[src/rtl/mips_muldiv_pkg.sv]
// Shared definitions for the MIPS multiply/divide unit: op codes, FSM states,
// and the per-operation control flags latched when an op is accepted.
package mips_pkg;

  typedef enum logic [2:0] {
    OP_MULT  = 3'b000,
    OP_MULTU = 3'b001,
    OP_DIV   = 3'b010,
    OP_DIVU  = 3'b011,
    OP_MTHI  = 3'b100,
    OP_MTLO  = 3'b101
  } muldiv_op_t;

  typedef enum logic [1:0] {
    ST_IDLE = 2'd0,
    ST_CALC = 2'd1,
    ST_FIX  = 2'd2
  } muldiv_state_t;

  // Sign handling decided at issue time and applied in FIX.
  typedef struct packed {
    logic is_div;
    logic res_neg;
    logic rem_neg;
  } md_ctl_t;

  function automatic int md_cnt_w(input int w);
    return $clog2(w);
  endfunction

  localparam int MD_WIDTH = 32;
  localparam int MD_CNT_W = md_cnt_w(MD_WIDTH);

endpackage

[src/rtl/mips_muldiv_if.sv]
// Issue/result bundle between the EX stage (master) and the mul/div unit (slave).
interface mips_muldiv_if #(parameter int WIDTH = 32);
  logic             start;
  logic [2:0]       op;
  logic [WIDTH-1:0] a;
  logic [WIDTH-1:0] b;
  logic             mf_req;
  logic             flush;
  logic             busy;
  logic             stall;
  logic             done;
  logic [WIDTH-1:0] hi;
  logic [WIDTH-1:0] lo;

  modport master (
    output start, op, a, b, mf_req, flush,
    input  busy, stall, done, hi, lo
  );

  modport slave (
    input  start, op, a, b, mf_req, flush,
    output busy, stall, done, hi, lo
  );
endinterface

[src/rtl/mips_muldiv_negate.sv]
// Conditional two's-complement negate: y = s ? -x : x.
module md_negate #(parameter int W = 32) (
  input  logic         s,
  input  logic [W-1:0] x,
  output logic [W-1:0] y
);
  assign y = s ? (~x + W'(1)) : x;
endmodule

[src/rtl/mips_muldiv.sv]
// Iterative MIPS multiply/divide unit with HI/LO. One result bit per cycle:
// shift-add multiply, restoring divide, sign fix-up in a final FIX cycle.
module mips_muldiv
  import mips_pkg::*;
#(
  parameter int WIDTH = 32
) (
  input logic          clk,
  input logic          reset,
  mips_muldiv_if.slave md
);

  localparam int               CNT_W    = md_cnt_w(WIDTH);
  localparam logic [CNT_W-1:0] CNT_LAST = CNT_W'(WIDTH - 1);
  localparam logic [1:0]       S_IDLE   = ST_IDLE;
  localparam logic [1:0]       S_CALC   = ST_CALC;
  localparam logic [1:0]       S_FIX    = ST_FIX;

  logic [1:0]       state;
  logic [CNT_W-1:0] cnt;
  logic [WIDTH-1:0] acc_hi, acc_lo, divisor_r;
  logic [WIDTH-1:0] hi_r, lo_r;
  md_ctl_t          ctl;

  // Issue-side decode and operand magnitudes
  logic             is_signed, a_s, b_s, b_zero;
  logic [WIDTH-1:0] a_mag, b_mag;

  assign is_signed = ~md.op[0];
  assign a_s       = is_signed & md.a[WIDTH-1];
  assign b_s       = is_signed & md.b[WIDTH-1];
  assign b_zero    = (md.b == '0);

  md_negate #(.W(WIDTH)) u_abs_a (.s(a_s), .x(md.a), .y(a_mag));
  md_negate #(.W(WIDTH)) u_abs_b (.s(b_s), .x(md.b), .y(b_mag));

  // One iteration of each algorithm
  logic [WIDTH:0] mul_sum, rem_sh, rem_diff;
  logic           rem_ge;

  assign mul_sum  = {1'b0, acc_hi} + (acc_lo[0] ? {1'b0, divisor_r} : '0);
  assign rem_sh   = {acc_hi, acc_lo[WIDTH-1]};
  assign rem_ge   = (rem_sh >= {1'b0, divisor_r});
  assign rem_diff = rem_sh - {1'b0, divisor_r};

  // Result fix-ups
  logic [2*WIDTH-1:0] prod_fix;
  logic [WIDTH-1:0]   quo_fix, rem_fix;

  md_negate #(.W(2*WIDTH)) u_fix_p (.s(ctl.res_neg), .x({acc_hi, acc_lo}), .y(prod_fix));
  md_negate #(.W(WIDTH))   u_fix_q (.s(ctl.res_neg), .x(acc_lo), .y(quo_fix));
  md_negate #(.W(WIDTH))   u_fix_r (.s(ctl.rem_neg), .x(acc_hi), .y(rem_fix));

  always_ff @(posedge clk or negedge reset) begin
    if (!reset) begin
      state     <= S_IDLE;
      cnt       <= '0;
      acc_hi    <= '0;
      acc_lo    <= '0;
      divisor_r <= '0;
      ctl       <= '0;
      hi_r      <= '0;
      lo_r      <= '0;
    end else begin
      case (state)
        S_IDLE: begin
          if (md.start && !md.flush) begin
            if (!md.op[2]) begin
              state  <= S_CALC;
              cnt    <= CNT_LAST;
              acc_hi <= '0;
              // A zero divisor keeps the all-ones quotient un-negated.
              ctl    <= '{is_div:  md.op[1],
                          res_neg: (a_s ^ b_s) & ~(md.op[1] & b_zero),
                          rem_neg: a_s};
              if (md.op[1]) begin
                acc_lo    <= a_mag;
                divisor_r <= b_mag;
              end else begin
                acc_lo    <= b_mag;
                divisor_r <= a_mag;
              end
            end else if (md.op == OP_MTHI) begin
              hi_r <= md.a;
            end else if (md.op == OP_MTLO) begin
              lo_r <= md.a;
            end
          end
        end
        S_CALC: begin
          if (md.flush) begin
            state <= S_IDLE;
          end else begin
            if (ctl.is_div) begin
              acc_hi <= rem_ge ? rem_diff[WIDTH-1:0] : rem_sh[WIDTH-1:0];
              acc_lo <= {acc_lo[WIDTH-2:0], rem_ge};
            end else begin
              {acc_hi, acc_lo} <= {mul_sum, acc_lo[WIDTH-1:1]};
            end
            cnt <= cnt - CNT_W'(1);
            if (cnt == '0) state <= S_FIX;
          end
        end
        S_FIX: begin
          state <= S_IDLE;
          if (!md.flush) begin
            if (ctl.is_div) begin
              hi_r <= rem_fix;
              lo_r <= quo_fix;
            end else begin
              {hi_r, lo_r} <= prod_fix;
            end
          end
        end
        default: state <= S_IDLE;
      endcase
    end
  end

  assign md.hi    = hi_r;
  assign md.lo    = lo_r;
  assign md.busy  = (state != S_IDLE);
  assign md.stall = md.busy & (md.start | md.mf_req);
  assign md.done  = (state == S_FIX) & ~md.flush;

endmodule

[src/flat_wrapper.sv]
// flat-port wrapper written by rule: the top's interface ports become plain ports
module mips_muldiv_flat import mips_pkg::*;
#(
  parameter int WIDTH = 32
)
  (clk, reset, md_start, md_op, md_a, md_b, md_mf_req, md_flush, md_busy, md_stall, md_done, md_hi, md_lo);
  mips_muldiv_if #(.WIDTH(WIDTH)) md_i ();
  input logic clk;
  input logic reset;
  input wire logic [$bits(md_i.start)-1:0] md_start;
  input wire logic [$bits(md_i.op)-1:0] md_op;
  input wire logic [$bits(md_i.a)-1:0] md_a;
  input wire logic [$bits(md_i.b)-1:0] md_b;
  input wire logic [$bits(md_i.mf_req)-1:0] md_mf_req;
  input wire logic [$bits(md_i.flush)-1:0] md_flush;
  output wire logic [$bits(md_i.busy)-1:0] md_busy;
  output wire logic [$bits(md_i.stall)-1:0] md_stall;
  output wire logic [$bits(md_i.done)-1:0] md_done;
  output wire logic [$bits(md_i.hi)-1:0] md_hi;
  output wire logic [$bits(md_i.lo)-1:0] md_lo;
  assign md_i.start = md_start;
  assign md_i.op = md_op;
  assign md_i.a = md_a;
  assign md_i.b = md_b;
  assign md_i.mf_req = md_mf_req;
  assign md_i.flush = md_flush;
  assign md_busy = md_i.busy;
  assign md_stall = md_i.stall;
  assign md_done = md_i.done;
  assign md_hi = md_i.hi;
  assign md_lo = md_i.lo;
  mips_muldiv #(.WIDTH(WIDTH)) u_core (.clk(clk), .reset(reset), .md(md_i));
endmodule
[config.mk]
export PLATFORM = sky130hd
export DESIGN_NAME = mips_muldiv_flat
export DESIGN_NICKNAME = d
export VERILOG_FILES = /design/src/rtl/mips_muldiv_pkg.sv /design/src/rtl/mips_muldiv_if.sv /design/src/rtl/mips_muldiv_negate.sv /design/src/rtl/mips_muldiv.sv /design/src/flat_wrapper.sv
export SDC_FILE = /design/constraint.sdc
export NUM_CORES = 1
export LEC_CHECK = 0
export CAP_MARGIN = 20
export CORE_MARGIN = 2
export CORE_UTILIZATION = 31
export DETAILED_ROUTE_END_ITERATION = 12
export GPL_TIMING_DRIVEN = 0
export SLEW_MARGIN = 20
export SYNTH_ARGS = -nofsm -noshare
export SYNTH_HDL_FRONTEND = slang
export SYNTH_SLANG_ARGS = --single-unit
[constraint.sdc]
create_clock -name clk -period 4.06 [get_ports clk]
set_clock_uncertainty 0.1 [all_clocks]
set_input_delay 0.609 -clock clk [delete_from_list [all_inputs] [get_ports clk]]
set_output_delay 0.609 -clock clk [all_outputs]
set_load 0.01 [all_outputs]
==> out/results.ini <==
[synth]
synth_edf_count = 0
ys_types = 84
synth-seq-area-share_pct = 28.42
yosysTopAreaCell = dfrtp_1
async_flop_share_pct = 100.0
synth_area_per_cell_um2 = 7.731
synthTopCellsByArea = dfrtp_1 28%, o21ai_0 6.3%, ha_1 5.9%, nor2_1 5.5%, nand2_1 5.1%
syn-instance-count = 1936
netlist_area_um2 = 14970
ys_ff_latch = 170
synth_nets = 2080
yosysWarnings = 0
yosysTopAreaCellShare_pct = 28.42
yosys_most_used_dff = dfrtp_1

[sta]
slew_headroom_pct = 19.71
min_period_ns = 3.971
period_share_pct = 97.80
max_freq_mhz = 251.8
slew_viol_final = 0
layout_setup_ws_ns = 0.08919
holdWs_ns = 0.3782
rsz0062_at_grt = true
worst_slew_pin_slew_ns = 1.200
setup_viol = 0
hold_viol = 0

[cts]
cts_tree = built
clock-sinks = 170
clock_latency_ns = 0.46
clock_path_buffers = 2
cts_max_level = 4
path_clk_slew_ns = 0.07
numCtsBuffers = 17
cts-root-buf = clkbuf_16

[floorplanning]
row_count = 80
start_util_pct = 31.35
dieArea_um2 = 50060
die_h_um = 223.7
fp.coreArea_um2 = 47750
die_x_um = 223.7
top_level_ports = 139

[global_routing]
grt_overflow = 0
track_usage_pct = 24.78
grt_pass1_vias = 14800
grt_pass1_wl_um = 93770
grt_max_degree = 72
antenna_found_initial = 1

[layout]
fin_nets = 2243
regArea_um2 = 4255
fillers = 4953
multiInputGateArea_um2 = 10020
syn2layout_area_growth_pct = 19.33
final_area_um2 = 17860
stdcell_count = 2727
drive_above_1_share_pct = 4.737

[route]
drt_first_pass_iters = 6
via_per_inst = 5.790
drc = 0
wl_per_cell_um = 23.31
routed-via-count = 15790
ant_nets = 0
drt-total-wl_um = 63560
drt_iter0_drc = 1803

[power]
p_int_w = 0.005833
ir_worst_vdd_mv = 0.3380
seqPwrFrac_pct = 26.6
power.density_nw_per_um2 = 636.8
share_comb_of_total_power_pct = 58.8
switchingPower_w = 0.005541
p_sw_share_pct = 48.72
power_frac_clock_pct = 14.6
leakage_nw = 7.384

[worst_setup_path]
worstPathRequired_ns = 4.30
critical_path_class = flop to flop
path_max_fanout = 10
critPathCaptureType = flop
cp-start-kind = flop
cp.arrival_ns = 4.21
rr_worst_depth = 14

[place]
place_congestion = 0.9532
dp.final_hpwl_um = 51010
dpl.cell_count = 2689
place_area_um2 = 17160
place_ws_ns = -0.9187
port_buffers = 136

[worst_hold_path]
hold_path_class = flop to flop
hold_depth = 2

[status]
outcome = complete, no violations

[flow_run]
cap_violations = 0

[what timing repair did]
action                     in CTS  in global routing
setup buffers                   3                  3
hold buffers                    1                  0
resized for setup              13                 13
hold endpoints to repair       41                  0
setup endpoints to repair      34                 31
pin swaps                       2                  1
gates cloned                    0                  0
[kinds of logic after synthesis]
| logic type | Yosys count | synth area share [%] |
|---|---|---|
| xor+xnor | 173 | 10.12 |
| flops | 170 | 28.42 |
| fa+ha+maj | 72 | 6.119 |
| buf+inv | 187 | 5.141 |
| simple gates | 657 | 20.36 |
| compound gates | 625 | 26.32 |
| mux | 52 | 3.511 |
[layout make-up]
| class | instances | area share [%] |
|---|---|---|
| plain buffers | 123 | 3.047 |
| clock inverters | 11 | 0.7005 |
| diodes | 1 | 0.01401 |
| inverters | 63 | 1.324 |
| well taps | 615 | 4.308 |
| repair buffers | 145 | 8.266 |
| flip-flops and latches | 170 | 23.82 |
| clock buffers | 20 | 2.445 |
| multi-input cells | 1579 | 56.07 |
[registers in the layout, indices dropped and copies added (netlist names)]
| name | flops |
|---|---|
| u_core.acc_hi | 32 |
| u_core.acc_lo | 32 |
| u_core.cnt | 5 |
| u_core.ctl | 3 |
| u_core.divisor_r | 32 |
| u_core.md.hi | 32 |
| u_core.md.lo | 32 |
| u_core.state | 2 |
[cell usage in the layout, fill, tap and decap left out, types with 5 or more instances in the layout]
cell             instances
o221ai_1                15
a21o_1                  34
a221o_1                  7
o211ai_1                18
xnor2_1                 87
nor2b_1                 11
o21ai_1                  5
nand4_1                 13
a211oi_1                22
ha_1                    70
clkbuf_1               105
buf_1                    6
nor4_1                  14
o21ai_0                185
or4_1                    9
clkbuf_16               17
o22ai_1                  7
mux2i_1                 48
or3_1                   24
nand2_1                203
or2_2                    8
nand3_1                 33
o21bai_1                 5
xor2_1                  85
a21boi_0                 5
clkdlybuf4s50_1        135
a21oi_1                147
a31oi_1                 33
inv_1                   62
o31ai_1                 48
dfrtp_1                169
buf_4                    9
a22oi_1                 12
nor3_1                  48
and3_1                  10
and2_1                  17
nor2_1                 218
o21a_1                  13
nand2b_1                20
o41ai_1                 12
[path summary, 6_finish.rpt]
| kind | from | to | slack (ns) |
|---|---|---|---|
| max | u_core.acc_lo[0] | u_core.acc_hi[29] | 0.09 |
| max reg2reg | u_core.acc_lo[0] | u_core.acc_hi[29] | 0.09 |
| min in group asynchronous | reset | u_core.md.lo[6] | 0.54 |
| min reg2reg | u_core.md.hi[4] | u_core.md.hi[4] | 0.38 |
| max in group asynchronous | reset | u_core.divisor_r[4] | 2.59 |
| min | u_core.md.hi[4] | u_core.md.hi[4] | 0.38 |
[stage by stage]
| stage | util (%) | setup TNS [ns] | power [W] |
|---|---|---|---|
| 2_1_floorplan | - | 0 | 0.007113 |
| 3_3_place_gp | 35.81 | -852.79 | 0.009389 |
| 3_5_place_dp | 35.94 | -12.02 | 0.009449 |
| 4_1_cts | 37.27 | 0 | 0.01114 |
| 5_1_grt | 37.41 | -0.1014 | 0.01211 |
| 6_report | 37.41 | 0 | 0.01137 |
[worst max-delay path: stages, from the launching register on]
cell and delay [ns]:
dfrtp_2 0.51, inv_2 0.17, clkbuf_2 0.30, nor2_1 0.07, ha_1 0.35, nand2b_1 0.16
a211oi_1 0.38, o21bai_1 0.24, a2111oi_2 0.39, o22ai_2 0.21, o211ai_1 0.21, buf_4 0.16
a41oi_1 0.14, xnor2_1 0.15, a221o_1 0.31
[synthesized netlist by cell type, drive strengths merged, types with 11 or more instances]
master and n:
nor2b 11, a31oi 34, nand4 13, clkbuf 107
buf 16, inv 63, a22oi 12, nand3 34
xor2 86, o41ai 13, o211ai 18, a21oi 147
nor4 16, nand2b 20, dfrtp 170, ha 70
or3 26, o21a 13, o221ai 15, a21o 34
xnor2 87, a211oi 24, nand2 203, nor2 218
nor3 48, and2 17, o21ai 191, mux2i 48
or4 14, o31ai 52
[power by group through the flow]
stage	Sequential [W]	Clock [W]	Combinational, W
floorplan	0.00280	0	0.00432
global placement	0.00301	0	0.00638
finish	0.00303	0.00166	0.00669
detailed placement	0.00301	0	0.00644
global route	0.00308	0.00173	0.00730
CTS	0.00298	0.00166	0.00649
[layer usage]
metal | up-vias | routed length [um] | global-route usage [%]
met4 | 0 | 2063 | 8.710
met3 | 101 | 5602 | 4.342
met1 | 7573 | 28350 | 35.19
met5 | - | 0 | 0
li1 | 7325 | - | -
met2 | 791 | 27550 | 37.70
Power figures use the tool's default switching activity.
